--- src/rtl/mem_access_unit.sv ---
`default_nettype none
// ============================================================================
// Module   : mem_access_unit
// Brief    : MEM-stage data port master (req/addr_ok/data_ok) with store lane
//            replication and load extract/extend. Optional misalignment
//            trap: MEM_ALIGN_CHECK_EN.
// Revision : 1.0 - initial release
// ============================================================================
module mem_access_unit (
  input  logic        clk,
  input  logic        rst,
  input  logic        mem_en,
  input  logic        mem_write,
  input  logic        mem_ex_sign,
  input  logic [1:0]  mem_seg,
  input  logic [31:0] mem_addr,
  input  logic [31:0] mem_wdata,
  input  logic        flush,
  input  logic        pipe_stall,
  output logic        data_req,
  output logic        data_wr,
  output logic [1:0]  data_size,
  output logic [31:0] data_addr,
  output logic [31:0] data_wdata,
  input  logic        data_addr_ok,
  input  logic        data_data_ok,
  input  logic [31:0] data_rdata,
  output logic        mem_stall,
  output logic [31:0] load_data,
  output logic        done,
  output logic        adel,
  output logic        ades,
  output logic [31:0] bad_vaddr
);

  typedef enum logic [1:0] {
    S_IDLE = 2'd0,
    S_REQ  = 2'd1,
    S_WAIT = 2'd2,
    S_DONE = 2'd3
  } state_t;

  state_t      r_state;
  state_t      w_state_nxt;

  logic        r_wr;
  logic [1:0]  r_size;
  logic [31:0] r_addr;
  logic [31:0] r_wdata;
  logic        r_sign;
  logic        r_discard;
  logic [31:0] r_load_data;

  logic        w_misaligned;
  logic        w_start;
  logic        w_latch;
  logic        w_capture;
  logic        w_set_discard;
  logic        w_kill;
  logic        w_mem_stall;
  logic [1:0]  w_size;
  logic [31:0] w_wdata_lane;
  logic [7:0]  w_byte;
  logic [15:0] w_half;
  logic [31:0] w_ext;

`ifdef MEM_ALIGN_CHECK_EN
  always_comb begin
    w_misaligned = 1'b0;
    if ((r_state == S_IDLE) && mem_en) begin
      w_misaligned = ((mem_seg == 2'b01) && mem_addr[0]) ||
                     (mem_seg[1] && (mem_addr[1:0] != 2'b00));
    end
  end
  assign adel      = w_misaligned & ~mem_write;
  assign ades      = w_misaligned &  mem_write;
  assign bad_vaddr = w_misaligned ? mem_addr : 32'd0;
`else
  assign w_misaligned = 1'b0;
  assign adel         = 1'b0;
  assign ades         = 1'b0;
  assign bad_vaddr    = 32'd0;
`endif

  assign w_start = mem_en & ~flush & ~w_misaligned;
  // A flush seen now or earlier in the transaction drops the result.
  assign w_kill  = r_discard | flush;

  // Size code 11 is treated as a word access.
  always_comb begin
    case (mem_seg)
      2'b00:   begin w_size = 2'd0; w_wdata_lane = {4{mem_wdata[7:0]}};  end
      2'b01:   begin w_size = 2'd1; w_wdata_lane = {2{mem_wdata[15:0]}}; end
      default: begin w_size = 2'd2; w_wdata_lane = mem_wdata;            end
    endcase
  end

  always_comb begin
    case (r_addr[1:0])
      2'b00:   w_byte = data_rdata[7:0];
      2'b01:   w_byte = data_rdata[15:8];
      2'b10:   w_byte = data_rdata[23:16];
      default: w_byte = data_rdata[31:24];
    endcase
    w_half = r_addr[1] ? data_rdata[31:16] : data_rdata[15:0];
    case (r_size)
      2'd0:    w_ext = {{24{r_sign & w_byte[7]}}, w_byte};
      2'd1:    w_ext = {{16{r_sign & w_half[15]}}, w_half};
      default: w_ext = data_rdata;
    endcase
  end

  always_ff @(posedge clk) begin
    if (rst) r_state <= S_IDLE;
    else     r_state <= w_state_nxt;
  end

  always_comb begin
    w_state_nxt   = r_state;
    w_mem_stall   = 1'b0;
    w_latch       = 1'b0;
    w_capture     = 1'b0;
    w_set_discard = 1'b0;
    case (r_state)
      S_IDLE: begin
        w_mem_stall = w_start;
        if (w_start) begin
          w_latch     = 1'b1;
          w_state_nxt = S_REQ;
        end
      end
      S_REQ: begin
        w_mem_stall   = 1'b1;
        w_set_discard = flush;
        if (data_addr_ok) begin
          if (data_data_ok) begin
            w_capture   = 1'b1;
            w_state_nxt = w_kill ? S_IDLE : S_DONE;
          end else begin
            w_state_nxt = S_WAIT;
          end
        end
      end
      S_WAIT: begin
        w_mem_stall   = 1'b1;
        w_set_discard = flush;
        if (data_data_ok) begin
          w_capture   = 1'b1;
          w_state_nxt = w_kill ? S_IDLE : S_DONE;
        end
      end
      S_DONE: begin
        if (flush || !pipe_stall) w_state_nxt = S_IDLE;
      end
      default: w_state_nxt = S_IDLE;
    endcase
  end

  always_ff @(posedge clk) begin
    if (rst) begin
      r_wr        <= 1'b0;
      r_size      <= 2'd0;
      r_addr      <= 32'd0;
      r_wdata     <= 32'd0;
      r_sign      <= 1'b0;
      r_discard   <= 1'b0;
      r_load_data <= 32'd0;
    end else begin
      if (w_latch) begin
        r_wr    <= mem_write;
        r_size  <= w_size;
        r_addr  <= mem_addr;
        r_wdata <= w_wdata_lane;
        r_sign  <= mem_ex_sign;
      end
      if (w_state_nxt == S_IDLE) r_discard <= 1'b0;
      else if (w_set_discard)    r_discard <= 1'b1;
      if (w_capture && !w_kill)  r_load_data <= r_wr ? 32'd0 : w_ext;
    end
  end

  assign data_req   = (r_state == S_REQ);
  assign data_wr    = r_wr;
  assign data_size  = r_size;
  assign data_addr  = r_addr;
  assign data_wdata = r_wdata;
  assign mem_stall  = w_mem_stall;
  assign done       = (r_state == S_DONE);
  assign load_data  = r_load_data;

endmodule
`default_nettype wire

--- config.mk ---
export PLATFORM = sky130hd
export DESIGN_NAME = mem_access_unit
export DESIGN_NICKNAME = d
export VERILOG_FILES = /design/src/rtl/mem_access_unit.sv
export SDC_FILE = /design/constraint.sdc
export NUM_CORES = 1
export LEC_CHECK = 0
export ABC_AREA = 1
export ABC_CLOCK_PERIOD_IN_PS = 3550
export BUFFER_PORTS_ARGS = -buffer_cell sky130_fd_sc_hd__buf_2
export CAP_MARGIN = 25
export CORE_MARGIN = 5
export CORE_UTILIZATION = 30
export CTS_CLUSTER_SIZE = 10
export DETAILED_ROUTE_END_ITERATION = 10
export GPL_TIMING_DRIVEN = 0
export RECOVER_POWER = 50
export SLEW_MARGIN = 20
export SYNTH_ARGS = -nofsm -noshare
export SYNTH_HDL_FRONTEND = slang
export SYNTH_SLANG_ARGS = --single-unit
--- constraint.sdc ---
create_clock -name clk -period 3.55 [get_ports clk]
set_clock_uncertainty 0.1 [all_clocks]
set_input_delay 0.355 -clock clk [delete_from_list [all_inputs] [get_ports clk]]
set_output_delay 0.355 -clock clk [all_outputs]
set_load 0.01 [all_outputs]
# Word-level counts from Yosys, hierarchy flattened
# Cells that the tools add are included.
[totals]
reg_bits = 103
inputBits = 107
output_inout_bits = 136
elab_cells = 51
[op_classes]
n_eq_ne = 7
muxes = 20
bitwise = 5
n_reduce_logical = 11
[op_table]
columns = ["operator", "n"]
rows = [
  ["one-hot mux 32 bit (2 select lines)", 2],
  ["2-to-1 mux 32 bit", 1],
  ["one-hot mux 8 bit (3 select lines)", 1],
  ["2-to-1 mux 16 bit", 1],
  ["2-to-1 mux 2 bit", 6],
  ["logical NOT 2 bit", 5],
  ["== test 2 x 1 -> 1 bit, second input constant", 4],
  ["one-hot mux 2 bit (4 select lines)", 1],
  ["== test 2 bit, second input constant", 3],
  ["2-to-1 mux 1 bit", 5],
  ["one-hot mux 1 bit (2 select lines)", 2],
  ["one-hot mux 2 bit (2 select lines)", 1],
  ["OR reduction 2 bit", 2],
  ["AND 1 bit", 3],
  ["logical NOT 1 bit", 2],
  ["logical AND 1 bit", 1],
  ["logical OR 1 bit", 1],
  ["NOT 1 bit", 1],
  ["OR 1 bit", 1],
]

# Depth between registers and ports, before layout
# Gate-level depths: netlist of run 1.
[depth]
ltp_word = 7
mapped_depth = 9
mapped_depth_nobuf = 8

# Worst setup path after synthesis of run 1
# OpenSTA, ideal clock, no wires.
[synth_path]
path_kind = "reg-to-reg"
start = "register r_state[1]"
end = "register r_load_data[21], in the netlist load_data[21]"
setup_ns = 0.069
arrival_time_ns = 1.500
t_required_ns = 3.381
path_slack_ns = 1.882
stages_incl_launch_ff = 10
path_buffers = 1
synth_period_minus_slack_ns = 1.668
cell_sequence = "dfxtp_1 > inv_1 > ha_1 > nand4_1 > nor2_2 > nand2_2 > buf_2 > nor2_1 > nand2_2 > a21oi_2"
[synth_between]
elab_chain_len = 3
elab_cells_between_ends = 4
cone_classes = "eq/ne: 2; mux: 1; reduce/logical: 1"
[synth_lines]
columns = ["element", "line_no", "text"]
rows = [
  ["start, declared", "43", "state_t r_state;"],
  ["start signal, assigned", "115", "else r_state <= w_state_nxt;"],
  ["== test 2 bit / == test 2 x 1 -> 1 bit (equally long branches)", "124", "case (r_state)"],
  ["one-hot mux 1 bit (2 select lines) *", "124", ""],
  ["logical AND 1 bit *", "178", "if (w_capture && !w_kill) r_load_data <= r_wr ? 32'd0 : w_ext;"],
  ["end signal, assigned", "178", ""],
  ["end, declared", "52", "logic [31:0] r_load_data;"],
]
# Every way passes the cells marked *; elsewhere a longest branch is shown, timed or not.
# A chain may end at the register's enable or synchronous reset.

# Worst setup path after layout of run 1
[layout_path]
start = "register r_state[1]"
end = "output mem_stall"
[layout_between]
elab_chain_len = 3
elab_cells_between_ends = 5
cone_classes = "eq/ne: 2; mux: 1; reduce/logical: 2"
[layout_lines]
columns = ["element", "line_no", "text"]
rows = [
  ["== test 2 x 1 -> 1 bit / == test 2 bit (equally long branches)", "124", ""],
  ["OR reduction 2 bit (no source line)", "--", ""],
  ["one-hot mux 1 bit (2 select lines) *", "124", ""],
  ["end, declared", "28", "output logic mem_stall,"],
]
# Marked as above.

==> impl_results.md, run 1 <==
* Worst VDD drop at 233 uV
* Adder-Cell Fraction of Synth Area at 1.24%
* Max Cap Viol at 0
* RSZ-0062 raised after global routing: false
* Placed wire-length estimate at approximately 14000 um
* Slowest-stage cell, CP: clkbuf_1
* Setup-failing EPs final at 0
* Ys Warns at 0
* Reg2reg path depth at 9
* Setup TNS at 0 ps
* Main combinational cell family by area after synthesis: simple AND/OR/NAND/NOR gates
* Post_cts resized at 0
* Slew HR at 62.5%
* WP data required at 3090 ps
* Status: completed
* Fraction of layout cells with a size suffix above 1 at ~22%
* Worst Path Buf+Inv at 3
* HP Class: in -> reg
* Met1 GRT Util at ~22%
* DRT Wirelength at 18000 um
* CP Launch Point: r_state[1]$_SDFF_PP0_
* Cell Count, Final, Fillers Out at 1190
* Layout fillers at 1826
* Reg-to-reg startpoint: r_state[1]$_SDFF_PP0_
* GP Congestion at roughly 0.86
* Max Slew Vio Count at 0
* CTS Buffer Depth at 2
* Crit path cell chain: inv_1 > ha_1 > nand3_1 > clkbuf_1 > a21oi_1 > buf_2
* Total power at between 0.003 and 0.004 W
* Clk pin slew, worst setup/hold paths at 80 ps
* Critical path depth at 6
* Synth cell types at 32
* GRT Util Overall at between 15 and 20%
* TritonCTS Buffers at 9
* CP Launch Type: flip-flop
* Post-DRT Antenna Nets at 0
* Num ports at 243
* GRT met3 Usage at a little over 7%
* Post-synthesis register bit count at 103
* Clock Tree Root: clkbuf_16
* R2r setup slk at 1560 ps
* Post-CTS Hold Buffers at 0
* Final net count at 1076
* R2r endpoint: load_data[13]$_SDFFE_PP0P_
* Area grow syn2layout at 32.4%
* Routed len/inst at 15.1 um
* Type of the worst setup path: reg -> out
* DIE HEIGHT at 140 um
* Vias per cell at 4.49
* Top cell family by delay on the critical path: buffers and inverters
* Mapped Area at 5040 um2
* Setup crit end: mem_stall
* Max Freq at 394 MHz
* Core box area at 16500 um2
* Worst-margin pin slew at 563 ps
* Fin. Hold Viols at 0
* P_leak at roughly 3 nW
* CTS tree: yes
* Synth Area in Simple Gates at 26.0%
* Setup Slack @ Placement at 1320 ps
* H-tree levels at 3
* Initial antenna violation count at 3
* Post-synthesis sequential area ratio at 40.9%
* First-pass GRT wire length at 28200 um
* I/O Buffers at 207
* M2 GR Usage at 29.0%
* TritonCTS Sinks at 103
* DP Cell Count at 1173
* CP max stage delay at 450 ps
* Die Width at approximately 140 um
* Multi-input gate area at 2440 um2
* Pwr/cell area at 503 nW/um2
* Gr ovfl total at 0
* Row count at 47
* Avg Inst Size Synth at 7.07 um2
* Portion of netlist area occupied by mux cells at 0%
* WP data arrival at 2080 ps
* Clk Latency, worst-skew pair at 350 ps
* DR pass1 iterations at 5
* Post-Synth XOR/XNOR Area at 0%
* Die area at 19500 um2
* Sequential cell area at 2060 um2
* Initial DRC Count at between 200 and 250
* Post-CTS Setup Bufs at 0
* Min-Delay Startpoint: mem_addr[3]
* Final Critical Period at 2540 ps
* GRT busiest layer: met2
* Initial Utilization at 30.5%
* Cells after Synth at approximately 710
* Largest net degree at the start of global routing at 21
* Compound-Gate Fraction of Synth Area at between 10% and 20%
* Via Count at 5341
* Final period utilization at between 70% and 80%
* CP endpoint kind: output port
* Remaining DRCs at 0
* Worst hold slack at around 130 ps
* Final worst slack at 1010 ps
* Vias in the first global route at 5375
* CP max FO at 10
report_power, final:
group          total (W)  internal, W  switching [W]
registers        0.00135      0.00127      0.0000747
clock network    0.00109     0.000573       0.000516
logic           0.000924     0.000338       0.000586
synthesized netlist by cell type:
| library cell | number | share of area [%] |
|---|---|---|
| clkbuf_1 | 16 | 1.2 |
| or2_1 | 1 | 0.12 |
| a21oi_2 | 11 | 1.9 |
| o211ai_1 | 7 | 1.0 |
| a21oi_1 | 104 | 10 |
| nand4_1 | 5 | 0.62 |
| clkbuf_8 | 2 | 0.55 |
| nand3_4 | 2 | 0.69 |
| o21ai_2 | 1 | 0.17 |
| clkinv_1 | 2 | 0.15 |
| inv_1 | 35 | 2.6 |
| o21ai_0 | 36 | 3.6 |
| a31oi_1 | 8 | 0.99 |
| buf_6 | 4 | 0.89 |
| buf_2 | 11 | 1.1 |
| ha_1 | 5 | 1.2 |
| nor2_2 | 3 | 0.37 |
| nand2_1 | 225 | 17 |
| conb_1 | 1 | 0.074 |
| nor2_4 | 1 | 0.22 |
| dlygate4sd1_1 | 1 | 0.17 |
| nor2_1 | 48 | 3.6 |
| inv_2 | 2 | 0.15 |
| o21a_4 | 1 | 0.30 |
| o21ai_1 | 4 | 0.40 |
| buf_12 | 1 | 0.40 |
| nand2_2 | 13 | 1.6 |
| inv_4 | 1 | 0.12 |
| nand3_1 | 19 | 1.9 |
| dfxtp_1 | 103 | 41 |
| buf_4 | 39 | 5.8 |
| and2_1 | 1 | 0.12 |
state kept, by name (all words and copies together) (netlist names):
| register | flops |
|---|---|
| data_addr | 32 |
| data_wdata | 32 |
| load_data | 32 |
| data_size | 2 |
| r_state | 2 |
| data_wr | 1 |
| r_discard | 1 |
| r_sign | 1 |
cell usage in the layout, fill, tap and decap left out, types with 4 or more instances in the layout:
| master | n |
|---|---|
| a31oi_1 | 8 |
| clkbuf_1 | 115 |
| a21oi_1 | 104 |
| nand4_1 | 5 |
| buf_2 | 119 |
| buf_4 | 39 |
| nand3_1 | 19 |
| a21oi_2 | 11 |
| o21ai_0 | 36 |
| dfxtp_1 | 103 |
| nand2_2 | 13 |
| ha_1 | 5 |
| o21ai_1 | 4 |
| nor2_1 | 48 |
| inv_1 | 35 |
| clkbuf_16 | 9 |
| conb_1 | 34 |
| nand2_1 | 225 |
| buf_6 | 4 |
| o211ai_1 | 7 |
layout make-up:
class,instances,share of cell area [%]
antenna,1,0.0375
buffer,74,7.62
clock buffer,9,3.37
clock inverter,7,1.46
inverter,40,2.29
multi-input combinational,529,36.6
sequential,103,30.9
tap,220,4.12
timing repair buffer,207,13.7
metal layers:
layer | wire length [um] | share of wire [%]
met2 | 8270 | 46
met3 | 1820 | 10
met1 | 7490 | 42
met5 | 34 | 0.19
met4 | 349 | 1.9
tightest hold or removal path: stages:
cell	delay, ps
buf_2	90
nand2_1	50
a21oi_1	50
logic make-up (layout without fill, tap and decap cells):
| family | after synthesis | count (layout) |
|---|---|---|
| AND/OR/NAND/NOR | 318 | 318 |
| flip-flops | 103 | 103 |
| buffers and inverters | 114 | 337 |
| adder cells (fa/ha/maj) | 5 | 5 |
| other | 1 | 35 |
| AO/OA/AOI/OAI | 172 | 172 |
how the worst min path moves through the flow:
| stage | endpoint | cells after the start |
|---|---|---|
| 2_1_floorplan | r_discard$_SDFFE_PP0P_ | 2 |
| 3_3_place_gp | data_addr[7]$_SDFFE_PP0P_ | 2 |
| 3_5_place_dp | data_addr[15]$_SDFFE_PP0P_ | 2 |
| 4_1_cts | data_addr[8]$_SDFFE_PP0P_ | 3 |
| 5_1_grt | data_addr[8]$_SDFFE_PP0P_ | 3 |
| 6_report | data_addr[3]$_SDFFE_PP0P_ | 3 |
per-stage QoR:
step	util (%)	cell area [um2]
6_report	40.4	6680
3_3_place_gp	39.2	6480
5_1_grt	40.4	6680
3_5_place_dp	39.2	6480
2_1_floorplan	-	5170
4_1_cts	41.2	6800
No activity file was read; power rests on OpenSTA's default activity.
==> inputs of run 2 (changes only) <==
- ABC_CLOCK_PERIOD_IN_PS: 3550 -> 2450
- clock period: 3.55 -> 2.45 ns (I/O delays scaled with it)
==> run 2 against run 1 <==
Against the previous run:
- combinational power increased by 45%
- flip-flop and latch count did not move
- core utilization unchanged
- critical path type unchanged
- sequential power grew 44%
- final cell count unchanged
- largest cell class unchanged
- sequential share of layout area did not move
- power grew 45%
- first-iteration DRC count did not move
- register-to-register slack lost 1100 ps
- critical path depth did not move
- die area unchanged
==> impl_results.md, run 2 (synthesized netlist as in run 1, its figures left out) <==
* Status: completed
* CP Launch Type: flip-flop
* Pwr/cell area at 730 nW/um2
* Setup-failing EPs final at 0
* Final period utilization at 91.3%
* Total power at approximately 0.0049 W
* Post-CTS Hold Buffers at 0
* Slew HR at 62.5%
* CTS Buffer Depth at 2
* Post-CTS Setup Bufs at 0
* Vias in the first global route at around 5.4k
* Type of the worst setup path: reg -> out
* Gr ovfl total at 0
* Core box area at 16500 um2
* DIE HEIGHT at around 140 um
* Max Slew Vio Count at 0
* Clock Tree Root: clkbuf_16
* Largest net degree at the start of global routing at 21
* Num ports at 243
* Post-DRT Antenna Nets at 0
* Crit path cell chain: inv_1 > ha_1 > nand3_1 > buf_2 > a21oi_1 > buf_2
* Setup TNS at 0 ps
* GRT Util Overall at between 10% and 20%
* Remaining DRCs at 0
* Commonest non-fill, non-tap cell in the layout: nand2_1
* Setup Slack @ Placement at about 330 ps
* Row count at 47
* CP max stage delay at 410 ps
* Area grow syn2layout at 32.4%
* Via Count at between 5k and 6k
* Final Critical Period at between 2000 and 2500 ps
* DR pass1 iterations at 5
* Final worst slack at 213 ps
* Placed wire-length estimate at 14200 um
* Initial DRC Count at 220
* Most used cell, CP: buf_2
* Slowest-stage cell, CP: dfxtp_1
* Worst-margin pin slew at ~560 ps
* RSZ-0062 raised after global routing: false
* Clk pin slew, worst setup/hold paths at 80 ps
* TritonCTS Buffers at 9
* P_leak at 2.95 nW
* CP max FO at 10
* Fraction of layout cells with a size suffix above 1 at ~22%
* HP Class: in -> reg
* CP endpoint kind: output port
* Worst hold slack at 22.8 ps
* Max Cap Viol at 0
* Die area at between 15000 and 20000 um2
* WP data required at 2110 ps
* Routed len/inst at 15.1 um
* Vias per cell at 4.50
* Most frequent cells in the layout: nand2_1, buf_2, clkbuf_1, a21oi_1, dfxtp_1
* Post_cts resized at 1
* Initial Utilization at 30.5%
* GP Congestion at between 0.8 and 0.9
* Final net count at 1076
* H-tree levels at 3
* I/O Buffers at 207
* DRT Wirelength at 18000 um
* Layout fillers at 1826
* Fin. Hold Viols at 0
* Die Width at ~140 um
* First-pass GRT wire length at 28200 um
* Clk Latency, worst-skew pair at 350 ps
* Worst VDD drop at 337 uV
* WP data arrival at 1890 ps
* TritonCTS Sinks at 103
* Max Freq at ~450 MHz
* Initial antenna violation count at 3
* CTS tree: yes
==> run 2: cell counts in the layout (fill, tap and decap cells not counted) <==
No cell type changed its count.
==> run 2: critical path, delay by kind of cell (launching register included) <==
family	cells	cell delay, ps
flip-flops	1	410
buffers and inverters	3	600
adder cells (fa/ha/maj)	1	210
AO/OA/AOI/OAI	1	90
AND/OR/NAND/NOR	1	220
==> run 2: path summary, 6_finish.rpt <==
kind | endpoint | cells past startpoint | startpoint | slack [ps]
max | mem_stall | 6 | r_state[1]$_SDFF_PP0_ | 210
max reg2reg | load_data[13]$_SDFFE_PP0P_ | 9 | r_state[1]$_SDFF_PP0_ | 450
min reg2reg | data_addr[13]$_SDFFE_PP0P_ | 2 | data_addr[13]$_SDFFE_PP0P_ | 370
min | data_addr[8]$_SDFFE_PP0P_ | 3 | mem_addr[8] | 20
==> run 2: per-layer routing <==
layer,part of all wire [%],routed length [um],GRT usage [%]
met5,0.19,34,0
met4,1.9,349,6.63
met3,10,1830,7.07
met2,46,8280,29.0
met1,42,7490,21.6
==> run 2: layout make-up <==
| type | count | area [um2] | area share [%] |
|---|---|---|---|
| diodes | 1 | 2.50 | 0.0375 |
| plain buffers | 74 | 510 | 7.64 |
| clock buffers | 9 | 225 | 3.37 |
| clock inverters | 7 | 97.6 | 1.46 |
| inverters | 40 | 153 | 2.29 |
| multi-input cells | 529 | 2440 | 36.6 |
| flip-flops and latches | 103 | 2060 | 30.9 |
| well taps | 220 | 275 | 4.12 |
| repair buffers | 207 | 911 | 13.6 |
==> run 2: power by group <==
group          internal (W)  total, W  switching [W]  leakage, nW
sequential          0.00185   0.00195       0.000110        0.838
clock              0.000830   0.00158       0.000749        0.159
combinational      0.000490   0.00134       0.000850         1.95
total               0.00317   0.00487        0.00171         2.95
==> run 2: per-stage QoR <==
stage,std cells,utilization [%],area [um2]
4_1_cts,1189,41.2,6800
2_1_floorplan,746,-,5170
3_5_place_dp,1173,39.2,6480
6_report,1190,40.4,6680
3_3_place_gp,1173,39.2,6480
5_1_grt,1190,40.4,6680
